### config.mk
export PLATFORM = sky130hd
export DESIGN_NAME = soc_reset_seq_flat
export DESIGN_NICKNAME = d
export VERILOG_FILES = /design/src/rtl/soc_reset_pkg.sv /design/src/rtl/soc_reset_seq_if.sv /design/src/rtl/soc_reset_seq_sync_bit.sv /design/src/rtl/soc_reset_seq.sv /design/src/flat_wrapper.sv
export SDC_FILE = /design/constraint.sdc
export NUM_CORES = 1
export LEC_CHECK = 0
export ABC_AREA = 1
export BUFFER_PORTS_ARGS = -buffer_cell sky130_fd_sc_hd__buf_2
export CAP_MARGIN = 20
export CORE_UTILIZATION = 32
export DETAILED_ROUTE_END_ITERATION = 16
export HOLD_SLACK_MARGIN = 0.12
export PLACE_DENSITY_LB_ADDON = 0.25
export SLEW_MARGIN = 25
export SYNTH_ARGS = -nofsm -noshare
export SYNTH_HDL_FRONTEND = slang
export SYNTH_SLANG_ARGS = --single-unit
### constraint.sdc
create_clock -name CLK -period 1.3 [get_ports CLK]
set_input_delay 0.13 -clock CLK [delete_from_list [all_inputs] [get_ports CLK]]
set_output_delay 0.13 -clock CLK [all_outputs]
set_load 0.01 [all_outputs]
### src/rtl/soc_reset_pkg.sv
// Shared types for the SoC reset sequencer.
// State encoding and cause-bit positions.
package soc_reset_pkg;

  typedef enum logic [1:0] {
    HOLD,
    RELEASE,
    RUN
  } state_e;

  localparam int CAUSE_POR = 0;

endpackage

### src/rtl/soc_reset_seq_if.sv
// Reset-control bundle between the SoC fabric and the sequencer.
// master = request/cause owner, slave = sequencer.
interface soc_reset_seq_if #(
  parameter int NUM_DOM = 2,
  parameter int NUM_REQ = 2
);

  logic [NUM_REQ-1:0] RST_REQ;
  logic [NUM_REQ-1:0] REQ_MASK;
  logic               CAUSE_CLR;
  logic [NUM_DOM-1:0] DOM_RESETn;
  logic               RST_ACTIVE;
  logic [NUM_REQ:0]   RST_CAUSE;

  modport master (
    output RST_REQ,
    output REQ_MASK,
    output CAUSE_CLR,
    input  DOM_RESETn,
    input  RST_ACTIVE,
    input  RST_CAUSE
  );

  modport slave (
    input  RST_REQ,
    input  REQ_MASK,
    input  CAUSE_CLR,
    output DOM_RESETn,
    output RST_ACTIVE,
    output RST_CAUSE
  );

endinterface

### src/rtl/soc_reset_seq_sync_bit.sv
// Multi-flop synchroniser for one asynchronous request bit.
// Clears to 0 on power-on reset.
module sync_bit #(
  parameter int SYNC_STAGES = 2
) (
  input  logic clk_i,
  input  logic rst_i,
  input  logic d_i,
  output logic q_o
);

  logic [SYNC_STAGES-1:0] sync_q;

  always_ff @(posedge clk_i or posedge rst_i) begin
    if (rst_i) begin
      sync_q <= '0;
    end else begin
      sync_q <= {sync_q[SYNC_STAGES-2:0], d_i};
    end
  end

  assign q_o = sync_q[SYNC_STAGES-1];

endmodule

### src/rtl/soc_reset_seq.sv
// Reset sequencer: stretches POR/soft resets and releases
// domains one by one in index order, recording a sticky cause.
module soc_reset_seq
  import soc_reset_pkg::*;
#(
  parameter int NUM_DOM     = 2,
  parameter int NUM_REQ     = 2,
  parameter int CTR_W       = 8,
  parameter int STRETCH     = 15,
  parameter int SYNC_STAGES = 2
) (
  input  logic           CLK,
  input  logic           RESET,
  soc_reset_seq_if.slave bus
);

  localparam int IDX_W = (NUM_DOM > 1) ? $clog2(NUM_DOM) : 1;
  localparam logic [CTR_W-1:0] STR = CTR_W'(STRETCH);

  if (NUM_DOM < 1 || NUM_REQ < 1 || SYNC_STAGES < 2 ||
      STRETCH < 1 || STRETCH >= (1 << CTR_W)) begin : g_bad_cfg
    $error("soc_reset_seq: illegal parameter set");
  end

  logic [NUM_REQ-1:0] req_sync;
  logic [NUM_REQ-1:0] hit_v;
  logic               req_hit;

  for (genvar i = 0; i < NUM_REQ; i++) begin : g_sync
    sync_bit #(
      .SYNC_STAGES(SYNC_STAGES)
    ) u_sync (
      .clk_i(CLK),
      .rst_i(RESET),
      .d_i  (bus.RST_REQ[i]),
      .q_o  (req_sync[i])
    );
  end

  assign hit_v   = req_sync & bus.REQ_MASK;
  assign req_hit = |hit_v;

  state_e             state_q, state_d;
  logic [CTR_W-1:0]   ctr_q, ctr_d;
  logic [IDX_W-1:0]   idx_q, idx_d;
  logic [NUM_DOM-1:0] dom_q, dom_d;
  logic               act_q, act_d;
  logic [NUM_REQ:0]   cause_q, cause_d;

  always_ff @(posedge CLK or posedge RESET) begin
    if (RESET) begin
      state_q <= HOLD;
      ctr_q   <= STR;
      idx_q   <= '0;
      dom_q   <= '0;
      act_q   <= 1'b1;
      cause_q <= '0;
      cause_q[CAUSE_POR] <= 1'b1;
    end else begin
      state_q <= state_d;
      ctr_q   <= ctr_d;
      idx_q   <= idx_d;
      dom_q   <= dom_d;
      act_q   <= act_d;
      cause_q <= cause_d;
    end
  end

  always_comb begin
    state_d = state_q;
    ctr_d   = ctr_q;
    idx_d   = idx_q;
    dom_d   = dom_q;
    unique case (state_q)
      HOLD: begin
        dom_d = '0;
        if (req_hit) begin
          ctr_d = STR;
        end else if (ctr_q != '0) begin
          ctr_d = ctr_q - CTR_W'(1);
        end else begin
          dom_d[0] = 1'b1;
          idx_d    = IDX_W'(1);
          ctr_d    = STR;
          state_d  = (NUM_DOM == 1) ? RUN : RELEASE;
        end
      end
      RELEASE: begin
        if (req_hit) begin
          dom_d   = '0;
          ctr_d   = STR;
          idx_d   = '0;
          state_d = HOLD;
        end else if (ctr_q != '0) begin
          ctr_d = ctr_q - CTR_W'(1);
        end else begin
          for (int k = 0; k < NUM_DOM; k++) begin
            if (IDX_W'(k) == idx_q) dom_d[k] = 1'b1;
          end
          ctr_d = STR;
          idx_d = idx_q + IDX_W'(1);
          if (idx_q == IDX_W'(NUM_DOM - 1)) state_d = RUN;
        end
      end
      RUN: begin
        if (req_hit) begin
          dom_d   = '0;
          ctr_d   = STR;
          idx_d   = '0;
          state_d = HOLD;
        end
      end
      default: begin
        dom_d   = '0;
        ctr_d   = STR;
        idx_d   = '0;
        state_d = HOLD;
      end
    endcase
  end

  // A new hit wins over a coincident clear for its own bit
  always_comb begin
    cause_d = bus.CAUSE_CLR ? '0 : cause_q;
    cause_d = cause_d | {hit_v, 1'b0};
  end

  assign act_d = ~&dom_d;

  assign bus.DOM_RESETn = dom_q;
  assign bus.RST_ACTIVE = act_q;
  assign bus.RST_CAUSE  = cause_q;

endmodule

### src/flat_wrapper.sv
// flat-port wrapper written by rule: the top's interface ports become plain ports
module soc_reset_seq_flat import soc_reset_pkg::*;
#(
  parameter int NUM_DOM     = 2,
  parameter int NUM_REQ     = 2,
  parameter int CTR_W       = 8,
  parameter int STRETCH     = 15,
  parameter int SYNC_STAGES = 2
)
  (CLK, RESET, bus_RST_REQ, bus_REQ_MASK, bus_CAUSE_CLR, bus_DOM_RESETn, bus_RST_ACTIVE, bus_RST_CAUSE);
  soc_reset_seq_if #(.NUM_DOM(NUM_DOM), .NUM_REQ(NUM_REQ)) bus_i ();
  input  logic CLK;
  input  logic RESET;
  input wire logic [$bits(bus_i.RST_REQ)-1:0] bus_RST_REQ;
  input wire logic [$bits(bus_i.REQ_MASK)-1:0] bus_REQ_MASK;
  input wire logic [$bits(bus_i.CAUSE_CLR)-1:0] bus_CAUSE_CLR;
  output wire logic [$bits(bus_i.DOM_RESETn)-1:0] bus_DOM_RESETn;
  output wire logic [$bits(bus_i.RST_ACTIVE)-1:0] bus_RST_ACTIVE;
  output wire logic [$bits(bus_i.RST_CAUSE)-1:0] bus_RST_CAUSE;
  assign bus_i.RST_REQ = bus_RST_REQ;
  assign bus_i.REQ_MASK = bus_REQ_MASK;
  assign bus_i.CAUSE_CLR = bus_CAUSE_CLR;
  assign bus_DOM_RESETn = bus_i.DOM_RESETn;
  assign bus_RST_ACTIVE = bus_i.RST_ACTIVE;
  assign bus_RST_CAUSE = bus_i.RST_CAUSE;
  soc_reset_seq #(.NUM_DOM(NUM_DOM), .NUM_REQ(NUM_REQ), .CTR_W(CTR_W), .STRETCH(STRETCH), .SYNC_STAGES(SYNC_STAGES)) u_core (.CLK(CLK), .RESET(RESET), .bus(bus_i));
endmodule
Word level (Yosys, flattened, before mapping)
Index checks and enable logic that the tools add are counted.
{"block": "classes", "addsub": 2, "eq_ne": 7, "muxes": 26, "n_bitwise": 2, "reduce_logical": 8}
{"op": "$mux W8", "count": 3}
{"op": "$mux W2", "count": 9}
{"op": "$pmux W8 S2", "count": 1}
{"op": "$pmux W2 S3", "count": 2}
{"op": "$mux W1", "count": 9}
{"op": "$reduce_bool A8 Y1", "count": 1}
{"op": "$sub A8 B1 Y8 const B", "count": 1}
{"op": "$reduce_and A5 Y1", "count": 1}
{"op": "$ne A2 B2 Y1 const B", "count": 2}
{"op": "$reduce_and A4 Y1", "count": 1}
{"op": "$reduce_or A2 Y1", "count": 2}
{"op": "$mux W3", "count": 1}
{"op": "$ne A3 B1 Y1 const B", "count": 1}
{"op": "$ne A3 B2 Y1 const B", "count": 1}
{"op": "$or A3 B3 Y3", "count": 1}
{"op": "$pmux W1 S3", "count": 1}
{"op": "$and A2 B2 Y2", "count": 1}
{"op": "$eq A2 B1 Y1 const B", "count": 1}
{"op": "$eq A2 B2 Y1 const B", "count": 1}
{"op": "$logic_not A2 Y1", "count": 1}
{"op": "$ne A2 B1 Y1 const B", "count": 1}
{"op": "$reduce_and A2 Y1", "count": 1}
{"op": "$add A1 B1 Y1 const B", "count": 1}
{"op": "$logic_not A1 Y1", "count": 1}
{"block": "totals", "ff_bits": 21, "input_bits": 7, "output_inout_bits": 6, "word_cells": 53}

Depth between registers and ports, before layout
Gate-level depths: netlist of the first run.
{"block": "depth", "ltp_word": 6, "depth_mapped": 9, "mapped_depth_nobuf": 9}

Cells and area by module
From an unflattened synthesis of the first run, not the netlist that was laid out.
{"block": "hier_totals", "cells_unflattened": 119, "hier_area_um2": 1013.5}
{"module": "soc_reset_seq", "instances": 1, "cells_per_inst": 113, "area_each_um2": 905.9}
{"module": "sync_bit", "instances": 2, "cells_per_inst": 3, "area_each_um2": 53.8}

Least setup slack after synthesis of the first run
No wires, ideal clock.
{"block": "synth_path", "path_type": "reg2reg", "start": "register u_core.ctr_q[0]", "end": "register u_core.state_q[1]", "arrival_ns": 1.130, "required_time_ns": 1.186, "slack_ns": 0.056, "path_stages_with_launch": 9, "path_cell_list": "dfstp_2 inv_1 ha_1 nand2_2 nor2_4 nand2_1 nand2_1 nand3b_1 inv_1"}
{"block": "synth_via", "elab_chain_len": 3, "word_cells_on_any_way": 4, "cone_classes": "eq/ne (2); reduce/logical (2)"}
{"item": "start: declaration", "line": "soc_reset_seq.sv:44", "source": "logic [CTR_W-1:0] ctr_q, ctr_d;"}
{"item": "start signal: assignment", "line": "soc_reset_seq.sv:61", "source": "ctr_q <= ctr_d;"}
{"item": "$reduce_bool A8 Y1 (*)", "line": "soc_reset_seq.sv:79, soc_reset_seq.sv:94"}
{"item": "$ne A3 B2 Y1 (no line) or $ne A2 B2 Y1 (tied branches)"}
{"item": "$reduce_and A5 Y1 (no line) (*)"}
{"item": "end signal: assignment", "line": "soc_reset_seq.sv:60", "source": "state_q <= state_d;"}
{"item": "end: declaration", "line": "soc_reset_seq.sv:43", "source": "state_e state_q, state_d;"}
Every way passes the cells marked *; elsewhere a longest branch is shown, timed or not.
A chain may end at the register's enable or synchronous reset.

Final worst setup path of the first run
{"block": "layout_path", "start": "register u_core.state_q[1]", "end": "register u_core.ctr_q[2]"}
{"block": "layout_via", "elab_chain_len": 3, "word_cells_on_any_way": 6, "cone_classes": "eq/ne (3); mux (1); reduce/logical (2)"}
{"item": "$eq A2 B1 Y1 or $logic_not A2 Y1 (tied branches)", "line": "soc_reset_seq.sv:74", "source": "unique case (state_q)"}
{"item": "$reduce_or A2 Y1 (no line)"}
{"item": "$pmux W8 S2", "line": "soc_reset_seq.sv:74"}
Parallel ways exist; a longest one is shown, timed or not.

==> flow_summary.yaml, run 1 <==
status:
  outcome: "complete, no violations"
power:
  static-leakage-power_nw: 0.665
  ir_drop_uv: 475
  cellPowerDensity_mw_per_mm2: 900
  finalPower_mw: 1.27
timing:
  setup_failing_eps_final: 0
  tightest_slew_ps: 271
  period_needed_ps: 1280
  slew_violations: 0
  finalClockSkew_ps: 5.10
  fin_crit_sh_pct: 98.2
  max_freq_ghz: 0.784
  fin_ws_ps: 23.7
  grt_setup_unrepaired: "true"
  slew_headroom_pct: 82.0
  timing_hold_violations_final: 0
worst_hold_path:
  holdPathStages: 6
  worstHoldStart: "bus_REQ_MASK[0]"
  timing.hold.worst_endpoint: "u_core.bus.DOM_RESETn[1]$_DFF_PP0_"
  hold_class: "primary input to flip-flop"
yosys:
  synth_enable_flop_cells: 0
  ys.warnings.count: 0
  synthesis.nets: 132
  synth.ff_latch_count: 21
  synthesis.area_mm2: 0.00104
  syn_avg_cell_area_um2: 8.35
  async_reset_ff_share_pct: 100
  sequential_share_of_the_synthesized_area_pct: 51.4
  netlist-cell-type-count: 22
  synthFlopType: "dfrtp_1"
  postSynthCellCount: 124
place:
  io_buffer_count: 12
  post_place_setup_slack_ps: -35.8
  place.gp.congestion: 0.734
  placement.cell_area_mm2: 0.00117
  dpl.hpwl_mm: 1.32
  numPlacedInstances: 182
grt:
  antenna_found_initial: 0
  wire_length_of_the_first_global_routing_pass_mm: 3.30
  grtUsageMet3_pct: 3.08
  globalRouteOverflowTotal: 0
  gr-max-usage-layer: "met2"
  first_global_vias: 800
  groute.layer.met2.usage_pct: 22.1
  grtUsageTotal_pct: 12.8
  grt_use_met1_pct: 14.8
  grt_start_max_net_pins: 22
detailed_routing:
  final_antenna_net_count: 0
  routed_wirelength_mm: 2.00
  detail_route.iter0.violations: 13
  detail_route.wl_per_cell_um: 10.1
  drtPass1Iterations: 4
  vias: 842
  drc: 0
  vias_per_std_cell: 4.23
floorplanning:
  design.die.area_mm2: 0.00347
  start_util_pct: 33.9
  die_w_um: 58.9
  coreArea_mm2: 0.00305
  dieHeight_um: 58.9
  pin_count: 13
  rows: 20
clocking:
  tritoncts: "yes"
  path_clk_slew_ps: 120
  clock-sinks: 21
  clock_tree_root_buffer_cell: "clkbuf_4"
  clock_insertion_delay_worst_skew_ps: 300
  h-tree-depth: 1
  cts-root-to-sink-buffers: 2
  cts_inserted_buffers: 3
run:
  max_cap_violations: 0
finish:
  layoutNonFillerInstCount: 199
  stdcell_area_mm2: 0.00141
  flow.area_growth_from_synthesis_pct: 36.1
  antennaDiodeCount: 0
  finalNetCount: 164
  drive_gt1_share_pct: 41.3
worst_setup_path:
  criticalPathCategory: "flip-flop to flip-flop"
  reg2reg_slack_ps: 20
  crit-reg2reg-capture: "u_core.ctr_q[2]$_DFFE_PP1N_"
  cp_data_required_time_ps: 1540
  sort_of_element_at_the_end_of_the_critical_path: "flip-flop"
  reg2regPathDepth: 6
  r2r_start: "u_core.state_q[1]$_DFFE_PP0P_"
  critPathMaxFanout: 4
  timing.critical_path.from_type: "flip-flop"
  data_arrival_time_of_the_critical_path_ps: 1520
worst max path at each step:
stage                                          to                                   startpoint  cells past startpoint  slack (ps)
global placement    u_core.state_q[1]$_DFFE_PP0P_                  u_core.ctr_q[0]$_DFFE_PP1N_                      8          10
detailed placement  u_core.state_q[1]$_DFFE_PP0P_                  u_core.ctr_q[0]$_DFFE_PP1N_                      8         -40
global route          u_core.ctr_q[2]$_DFFE_PP1N_  u_core.g_sync[1].u_sync.sync_q[1]$_DFF_PP0_                      7         -40
finish                u_core.ctr_q[2]$_DFFE_PP1N_                u_core.state_q[1]$_DFFE_PP0P_                      6          20
floorplan           u_core.state_q[1]$_DFFE_PP0P_                  u_core.ctr_q[0]$_DFFE_PP1N_                      8          60
CTS                 u_core.state_q[1]$_DFFE_PP0P_                  u_core.ctr_q[0]$_DFFE_PP1N_                      8           7
repair_timing:
item | CTS | global route
pin swaps | 4 | 13
endpoints found under the hold margin | 26 | 0
resized for setup | 4 | 23
endpoints found under the setup margin | 10 | 14
hold buffers | 6 | 0
buffers inserted | 0 | 7
kinds of logic after synthesis:
logic type,synth area share (%)
compound gates,7.00
flops,51.4
buf+inv,8.33
fa+ha+maj,1.21
simple gates,32.0
cells in the mapped netlist, types with 2 or more instances:
| cell | instances | share of area (%) |
|---|---|---|
| nand2_4 | 2 | 2.2 |
| dfstp_2 | 6 | 15 |
| inv_1 | 22 | 8.0 |
| nand2_1 | 34 | 12 |
| nand2_2 | 3 | 1.8 |
| nor2_2 | 3 | 1.8 |
| o21ai_0 | 6 | 2.9 |
| nor2_4 | 2 | 2.2 |
| dfrtp_1 | 15 | 36 |
| nor2_1 | 13 | 4.7 |
| nand3_1 | 7 | 3.4 |
power by group:
group	total (mW)	internal (mW)	switching, mW
Combinational	0.223	0.0993	0.124
Clock	0.324	0.117	0.206
Sequential	0.723	0.700	0.0231
Total	1.27	0.916	0.353
critical path, stage by stage (launching register included):
cell      delay, ps
dfrtp_1         440
nand2_2         140
nor2_8           50
clkbuf_2        140
buf_4           140
o21ai_0         200
nand3_2         100
layout by cell type (no fill, tap or decap), types with 2 or more instances in the layout:
master,netlist,final
nand2_1,34,29
inv_1,22,19
dfrtp_1,15,15
buf_2,0,12
nor2_1,13,7
nor2_2,3,7
nand2_2,3,7
dlygate4sd3_1,0,6
buf_4,0,6
dfstp_2,6,6
o21ai_0,6,5
nor2_4,2,4
nand3_1,7,4
nand2_4,2,3
inv_2,1,3
nand3_2,1,3
clkbuf_4,0,3
o21ai_1,1,2
per-stage QoR:
stage | TNS [ps] | hold slack (ps) | utilization, %
floorplan | 0 | 102 | -
global placement | 0 | 174 | 38.2
detailed placement | -179 | 174 | 38.2
CTS | 0 | 294 | 41.6
global route | -134 | 323 | 46.2
finish | 0 | 302 | 46.2
area by class of cell:
class                   count  area [um2]
clock inverters             1        7.51
multi-input cells          80         502
well taps                  44        55.1
clock buffers               3        22.5
fillers                   323        1640
inverters                  23        88.8
flip-flops and latches     21         533
repair buffers             27         201
registers in the layout, indices dropped and copies added, names as in the netlist:
| name | count |
|---|---|
| u_core.bus.DOM_RESETn | 2 |
| u_core.idx_q | 1 |
| u_core.g_sync.u_sync.sync_q | 4 |
| u_core.bus.RST_CAUSE | 3 |
| u_core.bus.RST_ACTIVE | 1 |
| u_core.state_q | 2 |
| u_core.ctr_q | 8 |
layer usage:
metal	up-vias	wire (um)
met3	2	40
met4	0	12
met2	7	1060
met5	-	0
met1	393	893
li1	440	-
Note: power is estimated with default switching activity, not from simulation.
==> run 2: changes to the inputs <==
- RECOVER_POWER: unset -> 50
- SLEW_MARGIN: 25 -> 20
- SYNTH_HIERARCHICAL: unset -> 1
==> flow_summary.yaml, run 2 <==
yosys:
  synth_area_leaders: "dfrtp_1 (37%), dfstp_2 (16%), nand2_1 (10%), inv_1 (7.8%), nand3_1 (4.4%)"
  netlist-cell-type-count: 25
  synth.most_common_cell: "nand2_1"
  synthesis.nets: 127
  syn_avg_cell_area_um2: 8.52
  sequential_share_of_the_synthesized_area_pct: 52.6
  post-synth-top-area-cell: "dfrtp_1"
  synthesis.area_mm2: 0.00101
  postSynthCellCount: 119
  ys.warnings.count: 6
  yosysTopAreaCellShare_pct: 37.0
  yosys-top-cells-count: "nand2_1 (27), inv_1 (21), dfrtp_1 (15), nor2_1 (12), nand3_1 (9)"
  synthFlopType: "dfrtp_1"
  async_reset_ff_share_pct: 100
  synth_enable_flop_cells: 0
  synth.ff_latch_count: 21
timing:
  timing.setup.tns_ps: 0
  finalClockSkew_ps: 5.01
  setup_failing_eps_final: 0
  max_freq_ghz: 0.792
  final.hold.worst_slack_ps: 182
  period_needed_ps: 1260
  tightest_slew_ps: 433
  slew_headroom_pct: 71.1
  grt_setup_unrepaired: "true"
  fin_crit_sh_pct: 97.2
  timing_hold_violations_final: 0
  slew_violations: 0
clocking:
  h-tree-depth: 1
  path_clk_slew_ps: 110
  clock_insertion_delay_worst_skew_ps: 300
  cts-root-to-sink-buffers: 2
  cts_inserted_buffers: 3
  tritoncts: "yes"
  post-cts-setup-buffer-count: 0
  clock-sinks: 21
  clock_tree_root_buffer_cell: "clkbuf_4"
worst_setup_path:
  cp_cell_sequence: "inv_2 > ha_4 > nand2_4 > nor2_4 > nor2_2 > nor2_1 > nand2_1 > nand2_1 > nand2_1"
  critPathMaxStageDelay_ps: 390
  critPathMaxFanout: 6
  crit_buf_inv: 1
  cpLargestDelayFamily: "simple AND/OR/NAND/NOR gates"
  worst_path_most_repeated_cell: "nand2_1"
  slowest_stage: "dfstp_2"
  criticalPathCategory: "flip-flop to flip-flop"
  cp_data_required_time_ps: 1490
  data_arrival_time_of_the_critical_path_ps: 1450
  sort_of_element_at_the_end_of_the_critical_path: "flip-flop"
  timing.critical_path.from_type: "flip-flop"
floorplanning:
  design.die.area_mm2: 0.00340
  rows: 20
  dieHeight_um: 58.3
  start_util_pct: 33.5
  die_w_um: 58.3
  pin_count: 13
  coreArea_mm2: 0.00303
power:
  switching_power_mw: 0.512
  power.switching_fraction_pct: 32.2
  share_seq_of_total_power_pct: 51.6
  ir_drop_uv: 576
  power_frac_clock_pct: 19.3
  cellPowerDensity_mw_per_mm2: 1180
  combinationalPowerShare_pct: 29.1
  cell_internal_power_mw: 1.08
  static-leakage-power_nw: 0.666
grt:
  grtUsageTotal_pct: 14.1
  wire_length_of_the_first_global_routing_pass_mm: 3.68
  globalRouteOverflowTotal: 0
  antenna_found_initial: 0
  first_global_vias: 879
  grt_start_max_net_pins: 18
place:
  dpl.hpwl_mm: 1.51
  place.gp.congestion: 0.857
  io_buffer_count: 12
detailed_routing:
  drtPass1Iterations: 4
  drc: 0
  final_antenna_net_count: 0
  vias: 842
  detail_route.iter0.violations: 23
  vias_per_std_cell: 4.34
  routed_wirelength_mm: 2.04
  detail_route.wl_per_cell_um: 10.5
finish:
  antennaDiodeCount: 0
  flow.area_growth_from_synthesis_pct: 32.3
  finalNetCount: 159
  layout.cells.most_common: "nand2_1"
  largest_reg_flops: 8
  layout_common_cells: "nand2_1 (23), inv_1 (16), dfrtp_1 (15)"
  largest_register: "u_core/ctr_q"
  drive_gt1_share_pct: 39.3
worst_hold_path:
  hold_class: "primary input to flip-flop"
run:
  max_cap_violations: 0
status:
  outcome: "complete, no violations"
run 2: path summary, 6_finish.rpt:
path / endpoint / cells after the start / from / slack (ps)
worst max-delay path: u_core/idx_q$_DFFE_PP0P_ / 9 / u_core/ctr_q[1]$_DFFE_PP1N_ / 40
worst min-delay path: u_core/bus.RST_CAUSE[1]$_DFF_PP0_ / 4 / bus_REQ_MASK[0] / 180
worst max register to register: u_core/idx_q$_DFFE_PP0P_ / 9 / u_core/ctr_q[1]$_DFFE_PP1N_ / 40
worst min register to register: u_core/g_sync[0].u_sync/sync_q[1]$_DFF_PP0_ / 0 / u_core/g_sync[0].u_sync/sync_q[0]$_DFF_PP0_ / 370
max in group asynchronous: u_core/bus.RST_CAUSE[0]$_DFFE_PP1P_ / 4 / RESET / 510
min in group asynchronous: u_core/g_sync[0].u_sync/sync_q[0]$_DFF_PP0_ / 3 / RESET / 220
run 2: final cells by class:
| type | instances | area [um2] |
|---|---|---|
| timing repair buffer | 27 | 179 |
| inverter | 23 | 88.8 |
| clock buffer | 4 | 26.3 |
| sequential | 21 | 533 |
| fill | 302 | 1690 |
| tap | 44 | 55.1 |
| multi-input combinational | 75 | 459 |
run 2: logic make-up after synthesis:
kind of cell,count (synthesis),synth area share (%)
flip-flops,21,52.6
adder cells (fa/ha/maj),1,1.23
AND/OR/NAND/NOR,59,28.4
AO/OA/AOI/OAI,13,7.53
XOR/XNOR,2,1.73
buffers and inverters,23,8.52
run 2: what timing repair did:
action / in CTS / in global routing
hold buffers: 4 / 0
resized for setup: 7 / 16
endpoints found under the hold margin: 26 / 0
endpoints found under the setup margin: 7 / 12
pin swaps: 2 / 6
run 2: stage by stage:
stage | std cells | area, um2 | utilization (%) | worst slack, ps | power, mW
4_1_cts | 194 | 1300 | 43.0 | 14.9 | 1.58
6_report | 194 | 1340 | 44.3 | 36.7 | 1.59
5_1_grt | 194 | 1340 | 44.3 | -28.6 | 1.71
3_3_place_gp | 186 | 1210 | 40.1 | -10.8 | 1.19
3_5_place_dp | 186 | 1210 | 40.1 | -30.3 | 1.20
2_1_floorplan | 119 | 1020 | - | 11.9 | 1.05
run 2: power by group through the flow:
stage	logic [mW]	registers, mW	clock network [mW]
final	0.463	0.820	0.307
after global routing	0.526	0.830	0.358
after CTS	0.434	0.808	0.335
after detailed placement	0.382	0.817	0
after global placement	0.372	0.816	0
after floorplan	0.224	0.822	0
run 2: tightest hold or removal path: stages:
cell	delay (ps)
buf_2	80
nand2_2	50
buf_4	130
o21ai_0	60
run 2: metal layers:
metal  global-route usage (%)  vias up  share of wire (%)
met5                        0        -                  0
met4                     4.76        0               0.39
met3                     3.13        2                2.9
met2                     23.6       13                 48
met1                     18.1      392                 48
li1                         -      435                  -
==> run 3: changes to the inputs <==
- ABC_AREA: 1 -> unset
==> flow_summary.yaml, run 3 <==
grt:
  gr-max-usage-layer: "met2"
  grt_use_met1_pct: 20.4
  groute.layer.met2.usage_pct: 25.0
  antenna_found_initial: 0
  grtUsageMet3_pct: 2.18
  grtUsageTotal_pct: 15.7
  grt_start_max_net_pins: 14
  first_global_vias: 894
  wire_length_of_the_first_global_routing_pass_mm: 4.10
  globalRouteOverflowTotal: 0
timing:
  fin_ws_ps: -368
  finalClockSkew_ps: 4.87
  tightest_slew_ps: 494
  slew_violations: 0
  period_needed_ps: 1670
  timing.setup.tns_ps: -3560
  setup_failing_eps_final: 12
  fin_crit_sh_pct: 128
  max_freq_ghz: 0.599
  grt_setup_unrepaired: "true"
  timing_hold_violations_final: 0
  slew_headroom_pct: 67.1
finish:
  layout.cells.most_common: "buf_4"
  layout_common_cells: "buf_4 (22), dfrtp_1 (15), buf_2 (11)"
  largest_register: "u_core/ctr_q"
  seqCellArea_um2: 533
  fillCellCount: 305
  layoutNonFillerInstCount: 189
  drive_gt1_share_pct: 42.1
  flow.area_growth_from_synthesis_pct: 37.4
  multi_input_comb_area_um2: 499
  antennaDiodeCount: 0
  finalNetCount: 154
  largest_reg_flops: 8
worst_hold_path:
  hold_class: "primary input to async pin"
place:
  dpl.hpwl_mm: 1.79
  io_buffer_count: 12
  numPlacedInstances: 177
  place.gp.congestion: 0.841
  post_place_setup_slack_ps: -356
yosys:
  yosys.area_share.simple_pct: 21.5
  yosys-top-cells-count: "dfrtp_1 (15), nand2_1 (10), nand3_1 (8), inv_1 (7)"
  synth_compound_gate_area_share_pct: 19.7
  synth.ff_latch_count: 21
  yosys.area_share.xor_xnor_pct: 0
  synth_enable_flop_cells: 0
  ys.warnings.count: 6
  synthesis.nets: 111
  yosysTopAreaCellShare_pct: 35.8
  sequential_share_of_the_synthesized_area_pct: 50.9
  synthFlopType: "dfrtp_1"
  synth_top_family_by_area: "simple AND/OR/NAND/NOR gates"
  postSynthCellCount: 103
  async_reset_ff_share_pct: 100
  synth.most_common_cell: "dfrtp_1"
  syn_avg_cell_area_um2: 10.2
  post-synth-top-area-cell: "dfrtp_1"
  synth_mux_area_share_pct: 2.03
  synth_area_leaders: "dfrtp_1 (36%), dfstp_2 (15%), nand3_1 (3.8%), nand2_1 (3.6%), inv_1 (2.5%)"
  synthesis.area_mm2: 0.00105
  post_synthesis_share_of_cell_area_spent_on_full_adders_half_adders_and_majority_gates_pct: 1.19
  netlist-cell-type-count: 39
worst_setup_path:
  critPathMaxStageDelay_ps: 520
  criticalPathCategory: "flip-flop to flip-flop"
  crit-reg2reg-capture: "u_core/ctr_q[5]$_DFFE_PP0N_"
  cp_data_required_time_ps: 1500
  crit_buf_inv: 1
  reg2reg_slack_ps: -370
  reg2regPathDepth: 6
  cp_cell_sequence: "inv_2 > ha_4 > or4b_4 > o21ai_4 > nor4_1 > o22a_1"
  cpLargestDelayFamily: "simple AND/OR/NAND/NOR gates"
  data_arrival_time_of_the_critical_path_ps: 1870
  critPathMaxFanout: 5
  timing.critical_path.from_type: "flip-flop"
  slowest_stage: "or4b_4"
  r2r_start: "u_core/ctr_q[0]$_DFFE_PP1N_"
  sort_of_element_at_the_end_of_the_critical_path: "flip-flop"
detailed_routing:
  drtPass1Iterations: 4
  vias_per_std_cell: 4.87
  final_antenna_net_count: 0
  detail_route.iter0.violations: 22
  detail_route.wl_per_cell_um: 12.6
  routed_wirelength_mm: 2.39
  drc: 0
  vias: 920
floorplanning:
  die_w_um: 59.2
  design.die.area_mm2: 0.00351
  dieHeight_um: 59.2
  coreArea_mm2: 0.00308
  pin_count: 13
  rows: 20
  start_util_pct: 34.0
power:
  finalPower_mw: 1.28
  ir_drop_uv: 439
  cellPowerDensity_mw_per_mm2: 892
  static-leakage-power_nw: 0.603
clocking:
  h-tree-depth: 1
  tritoncts: "yes"
  clock_tree_root_buffer_cell: "clkbuf_4"
  cts_inserted_buffers: 3
  path_clk_slew_ps: 130
  clock-sinks: 21
  clock_insertion_delay_worst_skew_ps: 300
  cts-root-to-sink-buffers: 2
status:
  outcome: "finished with violations"
  violations: "setup timing"
run:
  max_cap_violations: 0
==> run 3: area by class of cell <==
type | instances | area share (%)
Inverter | 8 | 2.09
Clock buffer | 3 | 1.57
Tap cell | 44 | 3.83
Timing Repair Buffer | 42 | 20.3
Multi-Input combinational cell | 70 | 34.7
Sequential cell | 21 | 37.0
Clock inverter | 1 | 0.522
==> run 3: tightest hold or removal path, cell delays in order <==
cell and delay [ps]:
dlygate4sd3_1 530, clkbuf_1 110, inv_1 80
==> run 3: worst max path at each step <==
stage / slack, ps / start / cells after the start / endpoint
final: -370 / u_core/ctr_q[0]$_DFFE_PP1N_ / 6 / u_core/ctr_q[5]$_DFFE_PP0N_
after detailed placement: -360 / u_core/ctr_q[0]$_DFFE_PP1N_ / 6 / u_core/ctr_q[5]$_DFFE_PP0N_
after CTS: -350 / u_core/ctr_q[1]$_DFFE_PP1N_ / 6 / u_core/idx_q$_DFFE_PP0P_
after global placement: -320 / u_core/ctr_q[1]$_DFFE_PP1N_ / 6 / u_core/ctr_q[5]$_DFFE_PP0N_
after global routing: -430 / u_core/ctr_q[0]$_DFFE_PP1N_ / 6 / u_core/ctr_q[5]$_DFFE_PP0N_
after floorplan: -350 / u_core/ctr_q[0]$_DFFE_PP1N_ / 6 / u_core/ctr_q[5]$_DFFE_PP0N_
==> run 3: cell families (layout without fill, tap and decap cells) <==
logic type / after synthesis / in the layout
compound gates: 27 / 27
fa+ha+maj: 1 / 1
flops: 21 / 21
simple gates: 40 / 40
mux: 2 / 2
buf+inv: 12 / 54
==> run 3: timing repair <==
action                     CTS  global route
setup endpoints to repair   12            13
hold endpoints to repair    26             0
resized for setup            1             3
setup buffers                2             0
hold buffers                 6             0
pin swaps                    4             1
==> run 3: power breakdown <==
part	leakage [nW]	switching, mW	internal [mW]
Clock	0.0139	0.210	0.117
Combinational	0.335	0.130	0.118
Sequential	0.255	0.0160	0.692
==> run 3: stage by stage <==
stage / instance area (um2) / util [%] / hold slack (ps)
2_1_floorplan: 1060 / - / -129
3_3_place_gp: 1330 / 43.1 / -2.44
3_5_place_dp: 1330 / 43.1 / 0.258
4_1_cts: 1440 / 46.6 / 208
5_1_grt: 1440 / 46.7 / 209
6_report: 1440 / 46.7 / 200
==> run 3: routing by layer <==
| metal | wire length [um] | vias to the layer above | share of wire (%) |
|---|---|---|---|
| met5 | 0 | - | 0 |
| met3 | 70 | 2 | 2.9 |
| li1 | - | 459 | - |
| met1 | 1050 | 443 | 44 |
| met2 | 1240 | 16 | 52 |
| met4 | 25 | 0 | 1.0 |
